### config.mk
export PLATFORM = sky130hd
export DESIGN_NAME = rca_pipe_addsub
export DESIGN_NICKNAME = d
export VERILOG_FILES = /design/src/rtl/rca_pipe_addsub.sv
export SDC_FILE = /design/constraint.sdc
export NUM_CORES = 1
export LEC_CHECK = 0
export ABC_AREA = 1
export ABC_CLOCK_PERIOD_IN_PS = 6660
export BUFFER_PORTS_ARGS = -buffer_cell sky130_fd_sc_hd__buf_2
export CAP_MARGIN = 15
export CORE_AREA = 10 10 108 110
export CTS_BUF_LIST = sky130_fd_sc_hd__clkbuf_8 sky130_fd_sc_hd__clkbuf_16
export DETAILED_ROUTE_END_ITERATION = 8
export DIE_AREA = 0 0 118 120
export PLACE_DENSITY = 0.64
export SYNTH_ARGS = -nofsm -noshare
export SYNTH_HDL_FRONTEND = slang
export SYNTH_SLANG_ARGS = --single-unit
### constraint.sdc
create_clock -name clk -period 6.66 [get_ports clk]
set_clock_uncertainty 0.05 [all_clocks]
set_input_delay 1.332 -clock clk [delete_from_list [all_inputs] [get_ports clk]]
set_output_delay 1.332 -clock clk [all_outputs]
set_load 0.03 [all_outputs]
### src/rtl/rca_pipe_addsub.sv
// rca_pipe_addsub: WIDTH-bit add/subtract built from pipelined CHUNK-bit ripple segments with valid/ready flow control.
// Optional RCA_PIPE_SAT_EN clamps the sum to signed max/min on overflow.
module rca_pipe_addsub #(
  parameter int WIDTH = 16,
  parameter int CHUNK = 4
) (
  input  logic             clk,
  input  logic             rst_n,
  input  logic             in_valid,
  output logic             in_ready,
  input  logic [WIDTH-1:0] a,
  input  logic [WIDTH-1:0] b,
  input  logic             cin,
  input  logic             sub,
  output logic             out_valid,
  input  logic             out_ready,
  output logic [WIDTH-1:0] sum,
  output logic             cout,
  output logic             ovf
);
  localparam int S = WIDTH / CHUNK;
  logic [S-1:0] v, c, vi, ci;
  logic [WIDTH-1:0] x [S], y [S], r [S], xi [S], yi [S], ri [S], nr [S];
  logic [CHUNK:0] t [S];
  logic [WIDTH-1:0] sum_n;
  logic advance, ovf_n;
  assign advance   = ~(out_valid & ~out_ready);
  assign in_ready  = advance;
  assign out_valid = v[S-1];
  assign sum       = r[S-1];
  assign cout      = c[S-1];
  for (genvar k = 0; k < S; k++) begin : g_stage
    if (k == 0) begin : g_first
      assign vi[k] = in_valid;
      assign xi[k] = a;
      assign yi[k] = sub ? ~b : b;
      assign ci[k] = sub | cin;
      assign ri[k] = '0;
    end else begin : g_next
      assign vi[k] = v[k-1];
      assign xi[k] = x[k-1];
      assign yi[k] = y[k-1];
      assign ci[k] = c[k-1];
      assign ri[k] = r[k-1];
    end
    assign t[k]  = {1'b0, xi[k][k*CHUNK +: CHUNK]} + {1'b0, yi[k][k*CHUNK +: CHUNK]} + {{CHUNK{1'b0}}, ci[k]};
    // result chunks above k are still zero, so OR-ing in the new chunk is enough
    assign nr[k] = ri[k] | (WIDTH'(t[k][CHUNK-1:0]) << (k * CHUNK));
  end
  // carry into the MSB is recovered from the MSB sum bit and operand MSBs
  assign ovf_n = t[S-1][CHUNK] ^ t[S-1][CHUNK-1] ^ xi[S-1][WIDTH-1] ^ yi[S-1][WIDTH-1];
`ifdef RCA_PIPE_SAT_EN
  assign sum_n = ovf_n ? {xi[S-1][WIDTH-1], {(WIDTH-1){~xi[S-1][WIDTH-1]}}} : nr[S-1];
`else
  assign sum_n = nr[S-1];
`endif
  always_ff @(posedge clk) begin
    if (!rst_n) begin
      v   <= '0;
      c   <= '0;
      ovf <= 1'b0;
      for (int k = 0; k < S; k++) begin
        x[k] <= '0;
        y[k] <= '0;
        r[k] <= '0;
      end
    end else if (advance) begin
      v   <= vi;
      ovf <= ovf_n;
      for (int k = 0; k < S; k++) begin
        c[k] <= t[k][CHUNK];
        x[k] <= xi[k];
        y[k] <= yi[k];
        r[k] <= (k == S - 1) ? sum_n : nr[k];
      end
    end
  end
endmodule

* After elaboration in Yosys (flattened, before gate mapping)
Memory sizes are Yosys's and may differ from the RTL's.
Index checks and enable logic that the tools add are counted.
** Operators by class
- Add/sub/neg operators :: 8
- Multiplexer cells :: 17
- Bitwise operators :: 23
** Operator list (number)
- 16-bit 2-to-1 mux :: 13
- 4-bit by 4-bit adder with 5-bit output :: 4
- 5-bit by 1-bit adder with 5-bit output :: 4
- 16-bit inverter :: 1
- 16-bit by 12-bit bitwise OR with 16-bit output :: 1
- 16-bit bitwise OR :: 1
- 16-bit by 8-bit bitwise OR with 16-bit output :: 1
- 1-bit bitwise OR :: 13
- 1-bit 2-to-1 mux :: 4
- 1-bit bitwise XOR :: 3
- 1-bit inverter :: 2
- 1-bit bitwise AND :: 1
** Storage, ports and cells
- Logic and storage cells :: 54
- Memories :: 3
- Bits in writable memories :: 192
- Output and inout bits :: 20
- Flip-flop bits (word level) :: 9
- Input port bits :: 38
** Memories
- r :: words 4, bits a word 16, read ports 4, clocked after memory_dff 0, write ports 4, RTL line 23 : logic [WIDTH-1:0] x [S], y [S], r [S], xi [S], yi [S], ri [S], nr [S];
- x :: words 4, bits a word 16, read ports 3, clocked after memory_dff 0, write ports 4, RTL line 23
- y :: words 4, bits a word 16, read ports 3, clocked after memory_dff 0, write ports 4, RTL line 23

* Longest topological paths before layout
Gate-level depths: netlist of run 1.
- Word-level depth :: 6
- Gate-level depth with buffers :: 9
- Gate-level depth less buffers :: 9

* Least setup slack after synthesis of run 1
OpenSTA, ideal clock, no wires.
- Kind :: input to register
- Start :: input out_ready
- End :: register ovf
- Arrival :: 3.901 ns
- Cell stages on the path :: 5
- Path buffers :: 0
- Setup slack :: 2.588 ns
- Library setup time :: 0.121 ns
- Data required time :: 6.489 ns
- Cells stage by stage :: nor2_4 -> nand2_1 -> inv_1 -> nand2_1 -> nand3_1
** On the way
- Longest elaborated chain between the ends :: 2
** Ends and longest elaborated chain
- start: declaration :: RTL line 16 : input logic out_ready,
- 1-bit inverter :: RTL line 27 : assign advance = ~(out_valid & ~out_ready);
- 1-bit bitwise AND :: RTL line 27
- end signal: assignment :: RTL line 69 : ovf <= ovf_n;
- end: declaration :: RTL line 19 : output logic ovf
No other way between the ends.
A chain may end at the register's enable or synchronous reset.

* Worst setup path after layout of run 1
- Start :: input out_ready
- End :: output in_ready
** On the way
- Longest elaborated chain between the ends :: 3
** Ends and longest elaborated chain
- 1-bit inverter :: RTL line 27
- 1-bit bitwise AND :: RTL line 27
- 1-bit inverter :: RTL line 27
- end: declaration :: RTL line 10 : output logic in_ready,
No other way between the ends.

==> results.md, run 1 <==
- The critical path is of the input pin to output pin type.
- During synthesis, Yosys emitted a total of 0 warnings.
- The placed instances occupy a cell area of 4940 µm².
- Counting flops and latches in the post-synthesis netlist gives 97.
- The count of different cell masters after synthesis is 22.
- Timing would allow up to just over 300 MHz.
- The kind of start point of the critical path is an input pin.
- The final wirelength is around 7.0 mm.
- The post-layout net count is around 500.
- The detail route stage leaves a number of antenna-violating nets equal to 0.
- STA classifies the critical path endpoint as an output pin.
- The global router's overall resource usage is 0.104.
- The run finished with clean final reports.
- In the layout the commonest cells are sky130_fd_sc_hd__inv_1 (91), sky130_fd_sc_hd__edfxtp_1 (88), sky130_fd_sc_hd__nor2_1 (63), sky130_fd_sc_hd__buf_2 (57), sky130_fd_sc_hd__nand2_1 (31).
- The congestion estimate from routability-driven global placement came to between 0.7 and 0.8.
- The floorplan die width is between 100 and 150 µm.
- The library cell used as clock root buffer is sky130_fd_sc_hd__clkbuf_8.
- The shortest clock period the worst path allows after layout is 3.26 ns.
- The total core area is between 9000 and 10,000 µm².
- The initial utilization of the core area, before any placement, comes to 0.478.
- The final global-route overflow total is 0.
- Once detailed placement completed, the half-perimeter wirelength came to 4.74 mm.
- Of the synthesized area, sequential elements account for 0.619.
- The number of violations of the max-capacitance limit is 0.
- A synthesized cell averages approximately 11 µm².
- The number of resized instances in the post-cts repair step is 0.
- The total of hold buffers inserted after clock tree synthesis is 0.
- The signal on the critical path passes through buf_2 -> nor2_4 -> inv_1 -> buf_2.
- The post-synthesis instance area is between 4000 and 5000 µm².
- The relative slew slack is 0.440.
- The delay of the slowest cell on the worst path is approximately 0.20 ns.
- In this run the deepest clock path goes through 2 buffers.
- TritonCTS built the clock tree.
- The number of hold violations in the final report is 0.
- After routing the design area is about 5100 µm².
- The post-CTS setup buffer count is 0.
- The layout overhead on the synthesized area is 12.9%.
- The via density per instance is approximately 4.5.
- At the worst endpoint, the required time is 5.28 ns.
- The number of standard cells after synthesis is between 300 and 400.
- The number of diodes is 0.
- The number of ports placed on the die boundary is 58.
- The number of antenna violations at the first check in global routing is 0.
- The worst-path maximum fanout is 3.
- By instance count, the cell type seen most on the critical path is sky130_fd_sc_hd__buf_2.
- During placement, the flow inserted port buffers numbering 57.
- The later pin in the worst-skew pair is clocked with a latency of about 0.36 ns.
- Of the cells placed in the final design, the portion with a size suffix greater than 1 is 0.216.
- Power spread over the standard cell area amounts to between 200 and 250 nW/µm².
- The full die area is about 14,000 µm².
- The first-pass GRT wire length is 12.0 mm.
- The max-slew violation count is 0.
- Detailed routing inserted a total of 2,648 vias.
- Setup total negative slack on the finished layout was measured at 0 ns.
- The leakage power total is roughly 0.0023 µW.
- On the critical path, the stage with the largest delay is an instance of sky130_fd_sc_hd__nor2_4.
- Setup repair after global routing left no endpoint under its margin.
- The number of nets in the synthesized netlist is roughly 460.
- From bottom edge to top edge, the die measures about 120 µm.
- Buffers inserted during clock tree synthesis total 9.
- The arrival time of data at the critical path endpoint is approximately 1.9 ns.
- Clock tree synthesis found a total of just under 100 sinks.
- The library cell used most frequently in the layout, excluding fill and tap cells, is sky130_fd_sc_hd__inv_1.
- The share of the clock period used by the worst path is 0.490.
- The number of global-route vias before repair was around 2,700.
- The clock slew seen by the registers of the worst setup and hold paths is around 0.080 ns.
- For the pin with the worst max-slew slack, the measured transition is 0.840 ns.
- The floorplan has 36 rows.
- Dividing the detail-routed wire length by the instance count gives approximately 12 µm.
- The setup-violating endpoint count in the final report is 0.
- For this run, design rule violations remaining after detail routing come to 0.
- The number of detailed-routing iterations run before antenna repair is 4.
- The worst hold path class is flip-flop to flip-flop.
- Entering global routing, the biggest net connects 66 pins.
- In this run the number of H-tree levels came out at 3.
- VDD sags by at most about 100 µV.
- The detailed router finished its first iteration with 150 violations.
## sequential cells by signal, summed over array words and instances (netlist names)
| register | cells |
|---|---|
| r | 40 |
| y | 24 |
| x | 24 |
| v | 4 |
| ovf | 1 |
| c | 4 |
## cell type report
type | count | area (µm²)
Clock buffer | 9 | 124
Clock inverter | 7 | 86.3
Fill cell | 860 | 4400
Inverter | 92 | 348
Multi-Input combinational cell | 198 | 1300
Sequential cell | 97 | 2820
Tap cell | 133 | 166
Timing Repair Buffer | 59 | 300
## cell usage after synthesis (all sizes together)
| cell | instances | share of area |
|---|---|---|
| nand3 | 16 | 0.018 |
| fa | 8 | 0.035 |
| nor2 | 85 | 0.11 |
| o21ai | 12 | 0.013 |
| dfxtp | 9 | 0.039 |
| xor2 | 4 | 0.0077 |
| edfxtp | 88 | 0.58 |
| ha | 12 | 0.033 |
| o22ai | 2 | 0.0027 |
| buf | 11 | 0.021 |
| inv | 92 | 0.076 |
| a21oi | 12 | 0.013 |
| nand2 | 32 | 0.026 |
| xnor2 | 12 | 0.023 |
| or2 | 3 | 0.0041 |
## path summary, 6_finish.rpt
kind | end | slack, ns | start | cells past startpoint
setup / recovery | in_ready | 3.40 | out_ready | 4
hold / removal | c[3] | 0.43 | c[3] | 2
setup reg to reg | r[0][63] | 4.49 | v[3] | 6
hold reg to reg | c[3] | 0.43 | c[3] | 2
## per-stage QoR
stage / total power, µW / worst slack (ns) / instances / hold WS [ns] / util
2_1_floorplan: 841 / 2.59 / 398 / 0.393 / -
3_3_place_gp: 870 / 3.39 / 579 / 0.397 / 0.517
3_5_place_dp: 875 / 3.36 / 579 / 0.413 / 0.517
4_1_cts: 1280 / 3.40 / 595 / 0.430 / 0.539
5_1_grt: 1320 / 3.36 / 595 / 0.460 / 0.539
6_report: 1260 / 3.40 / 595 / 0.425 / 0.539
## cell families after synthesis
group,Yosys count,share of synthesized area
AOI/OAI and AO/OA,26,0.0291
xor gates and xnor gates,16,0.0307
adders and majority gates,20,0.0680
buffers and inverters,103,0.0974
DFF,97,0.619
and+or+nand+nor,136,0.156
## critical path, delay by kind of cell
family                 cells  cell delay (ns)
buffers and inverters      3             0.35
and+or+nand+nor            1             0.20
## where the power goes
group	internal, µW	switching, µW
Clock	208	196
Sequential	708	13.1
Combinational	52.1	84.9
## layer usage
layer | share of wire | wire, µm | vias to the layer above | track usage
met4 | 0.016 | 111 | 0 | 0.0479
met5 | 0 | 0 | - | 0
met2 | 0.50 | 3490 | 61 | 0.178
met1 | 0.43 | 3000 | 1215 | 0.117
met3 | 0.052 | 361 | 9 | 0.0342
li1 | - | - | 1363 | -
Note: power is estimated with default switching activity, not from simulation.
==> inputs of run 2 (changes only) <==
Settings changed: ABC_CLOCK_PERIOD_IN_PS 6660 to 3000, PLACE_DENSITY 0.64 to 0.67.
Clock period 6.66 ns to 3 ns, I/O delays scaled along.
==> run 2 against run 1 <==
Total power rose by 120%. Sequential power rose by 120%. Flip-flop and latch count did not move. Combinational power rose by 130%. Highest routed layer unchanged.
==> results.md, run 2 (same netlist as run 1, synthesis figures left out) <==
- The flow ran to the end, and the final reports show no timing, DRC or antenna violations.
- In this run, CTS created clock tree buffers numbering 9.
- The repair_antennas step left the layout with diodes totalling 0.
- The count of fill cells added during filler insertion is roughly 900.
- The floorplan step defined a die boundary enclosing 14,200 µm².
- Leaving out fill and tap cells, the most frequent cells in the layout are sky130_fd_sc_hd__inv_1 (94), sky130_fd_sc_hd__edfxtp_1 (88), sky130_fd_sc_hd__nor2_1 (63), sky130_fd_sc_hd__buf_2 (57), sky130_fd_sc_hd__nand2_1 (31).
- Summing over every cut layer, the via total after detailed routing is 2,657.
- The count of port buffers added during placement is 57.
- In the global route stage, overall resource usage came out at 0.108.
- The power density relative to cell area is between 500 and 600 nW/µm².
- In the final design database the tool counted 519 nets.
- The proportion of power drawn by flip-flops and latches is 0.590.
- Once detailed placement completed, the half-perimeter wirelength came to 5.08 mm.
- Setup repair after global routing left no endpoint under its margin.
- In this run the standard cell core region covers 9550 µm².
- The first-pass GRT wire length is around 12 mm.
- TritonCTS built the clock tree.
- The internal portion of total power is roughly 2100 µW.
- The largest net degree at the start of global routing is 39.
- The library cell used as clock root buffer is sky130_fd_sc_hd__clkbuf_8.
- Across the run, the number of max-cap violations was 0.
- The start point of the worst min-delay path is in_valid.
- The shortest clock period the worst path allows after layout is between 2 and 2.5 ns.
- Counting flops per register, the top entry is r.
- In the final layout, the registers with the most flip-flops are r x40, x x24, y x24.
- In the finished design, the share of the clock period the worst path needs comes to 0.687.
- The launching instance or port of the critical path is sub.
- The kind of end point of the critical path is a flip-flop.
- Of all nets on the critical path, the largest fanout is 5.
- The routed length per instance is around 12 µm.
- The number of flip-flops under the largest register name is 40.
- The part of the total power dissipated in combinational logic is 0.115.
- The count of nets left with antenna violations once routing finished came out at 0.
- The site row count is 36.
- In this run the post-CTS setup repair buffer count came out at 0.
- The critical path is of the input pin to flip-flop type.
- The floorplan die width is about 120 µm.
- After clock tree synthesis, the flow added hold-fix buffers numbering 0.
- The final hold slack is ~0.4 ns.
- The library cell used most frequently in the layout, excluding fill and tap cells, is sky130_fd_sc_hd__inv_1.
- The max-slew violation count was 0.
- The worst hold path passes through 3 cells.
- Of the total power, the clock network draws 0.295.
- The worst flop-to-flop path startpoint is y[0][44].
- The kind of start point of the critical path is an input pin.
- After clock tree synthesis, the clock-pin slew on the worst setup and hold paths is 0.08 ns.
- The relative slew slack is 0.642.
- The number of cells after detailed placement is roughly 600.
- The required time at the worst-slack endpoint is about 3.1 ns.
- In this run the power spent charging and discharging nets is 647 µW.
- The number of cells on the worst reg-to-reg path is 9.
- Derived from the worst setup path, the maximum achievable clock frequency is between 400 and 500 MHz.
- The number of global-route vias before repair was between 2,000 and 3,000.
- The arrival time of data at the critical path endpoint is 2.12 ns.
- The initial cell density of the core is 0.478.
- The number of antenna violations at the first check in global routing was 0.
- The number of ports placed on the die boundary is between 50 and 60.
- The actual slew at the worst max-slew pin is roughly 0.54 ns.
- The layout overhead on the synthesized area is 13.5%.
- The leakage power total is about 0.0023 µW.
- The number of detailed-routing iterations run before antenna repair is 4.
- The final global-route overflow total is 0.
- The number of DRC violations after detailed routing is 0.
- After clock tree synthesis, the repair step resized 0 gates.
- The clock drives between 90 and 100 sinks.
- The worst-case vdd ir drop is between 200 and 250 µV.
- The largest buffer count on any clock path is 2.
- The count of cells in the finished layout, fillers not included, comes to between 500 and 600.
- The die is between 100 and 150 µm tall.
- After the first detailed-routing iteration, the DRC count stood at 98.
- The via density per instance is roughly 4.4.
- In this run the worst hold path is classified as input pin to flip-flop.
- The congestion estimate from routability-driven global placement came to around 0.8.
- In the final layout, the share of cells above drive strength 1 is 0.221.
- The final wirelength is 7.13 mm.
- The number of hold violations in the final report is 0.
- For the worst-skew pair, the clock arrives at the later sink with an insertion delay of roughly 0.36 ns.
- The net switching fraction of the power is 0.238.
- Setup violations remaining at the end of the flow were counted as 0.
- The setup total negative slack is 0 ns.
- The number of H-tree levels is 3.
[run 2: cell types whose count changed in the layout (fill, tap and decap cells not counted), sizes merged]
| cell | before | now |
|---|---|---|
| buf | 59 | 63 |
| bufinv | 2 | 1 |
| clkinv | 2 | 1 |
| clkinvlp | 2 | 1 |
| inv | 93 | 96 |
[run 2: worst max-delay path: stages]
cell	delay, ns
sky130_fd_sc_hd__buf_2	0.15
sky130_fd_sc_hd__or2_2	0.31
sky130_fd_sc_hd__fa_1	0.42
sky130_fd_sc_hd__fa_1	0.42
sky130_fd_sc_hd__o21ai_0	0.16
sky130_fd_sc_hd__a21oi_1	0.06
[run 2: layout make-up]
type,instances,area (µm²),area share
inverter,92,348,0.0672
timing repair buffer,63,355,0.0686
tap,133,166,0.0321
sequential,97,2820,0.545
clock buffer,9,124,0.0239
clock inverter,7,57.6,0.0111
multi-input combinational,198,1300,0.252
[run 2: stage by stage]
stage / power [µW] / instance area (µm²) / util / setup slack [ns]
floorplan: 1870 / 4560 / - / 0.474
global placement: 1940 / 4990 / 0.523 / 0.611
detailed placement: 1950 / 4990 / 0.523 / 0.549
CTS: 2750 / 5180 / 0.542 / 0.940
global route: 2860 / 5180 / 0.542 / 0.864
finish: 2710 / 5180 / 0.542 / 0.938
[run 2: layer usage]
layer / vias to the layer above / share of wire / track usage
met5: - / 0 / 0
met4: 0 / 0.017 / 0.0448
met3: 9 / 0.040 / 0.0361
met2: 48 / 0.51 / 0.187
met1: 1233 / 0.43 / 0.119
li1: 1367 / - / -
[run 2: worst paths after layout]
path	end	slack [ns]
worst max-delay path	r[0][2]	0.94
worst min-delay path	v[0]	0.40
worst max register to register	ovf	1.06
worst min register to register	c[3]	0.41
[run 2: power by group through the flow]
stage | combinational, µW | clock [µW] | sequential (µW)
floorplan | 210 | 0 | 1660
global placement | 307 | 0 | 1630
detailed placement | 318 | 0 | 1640
CTS | 320 | 828 | 1600
global route | 359 | 884 | 1610
finish | 313 | 800 | 1600
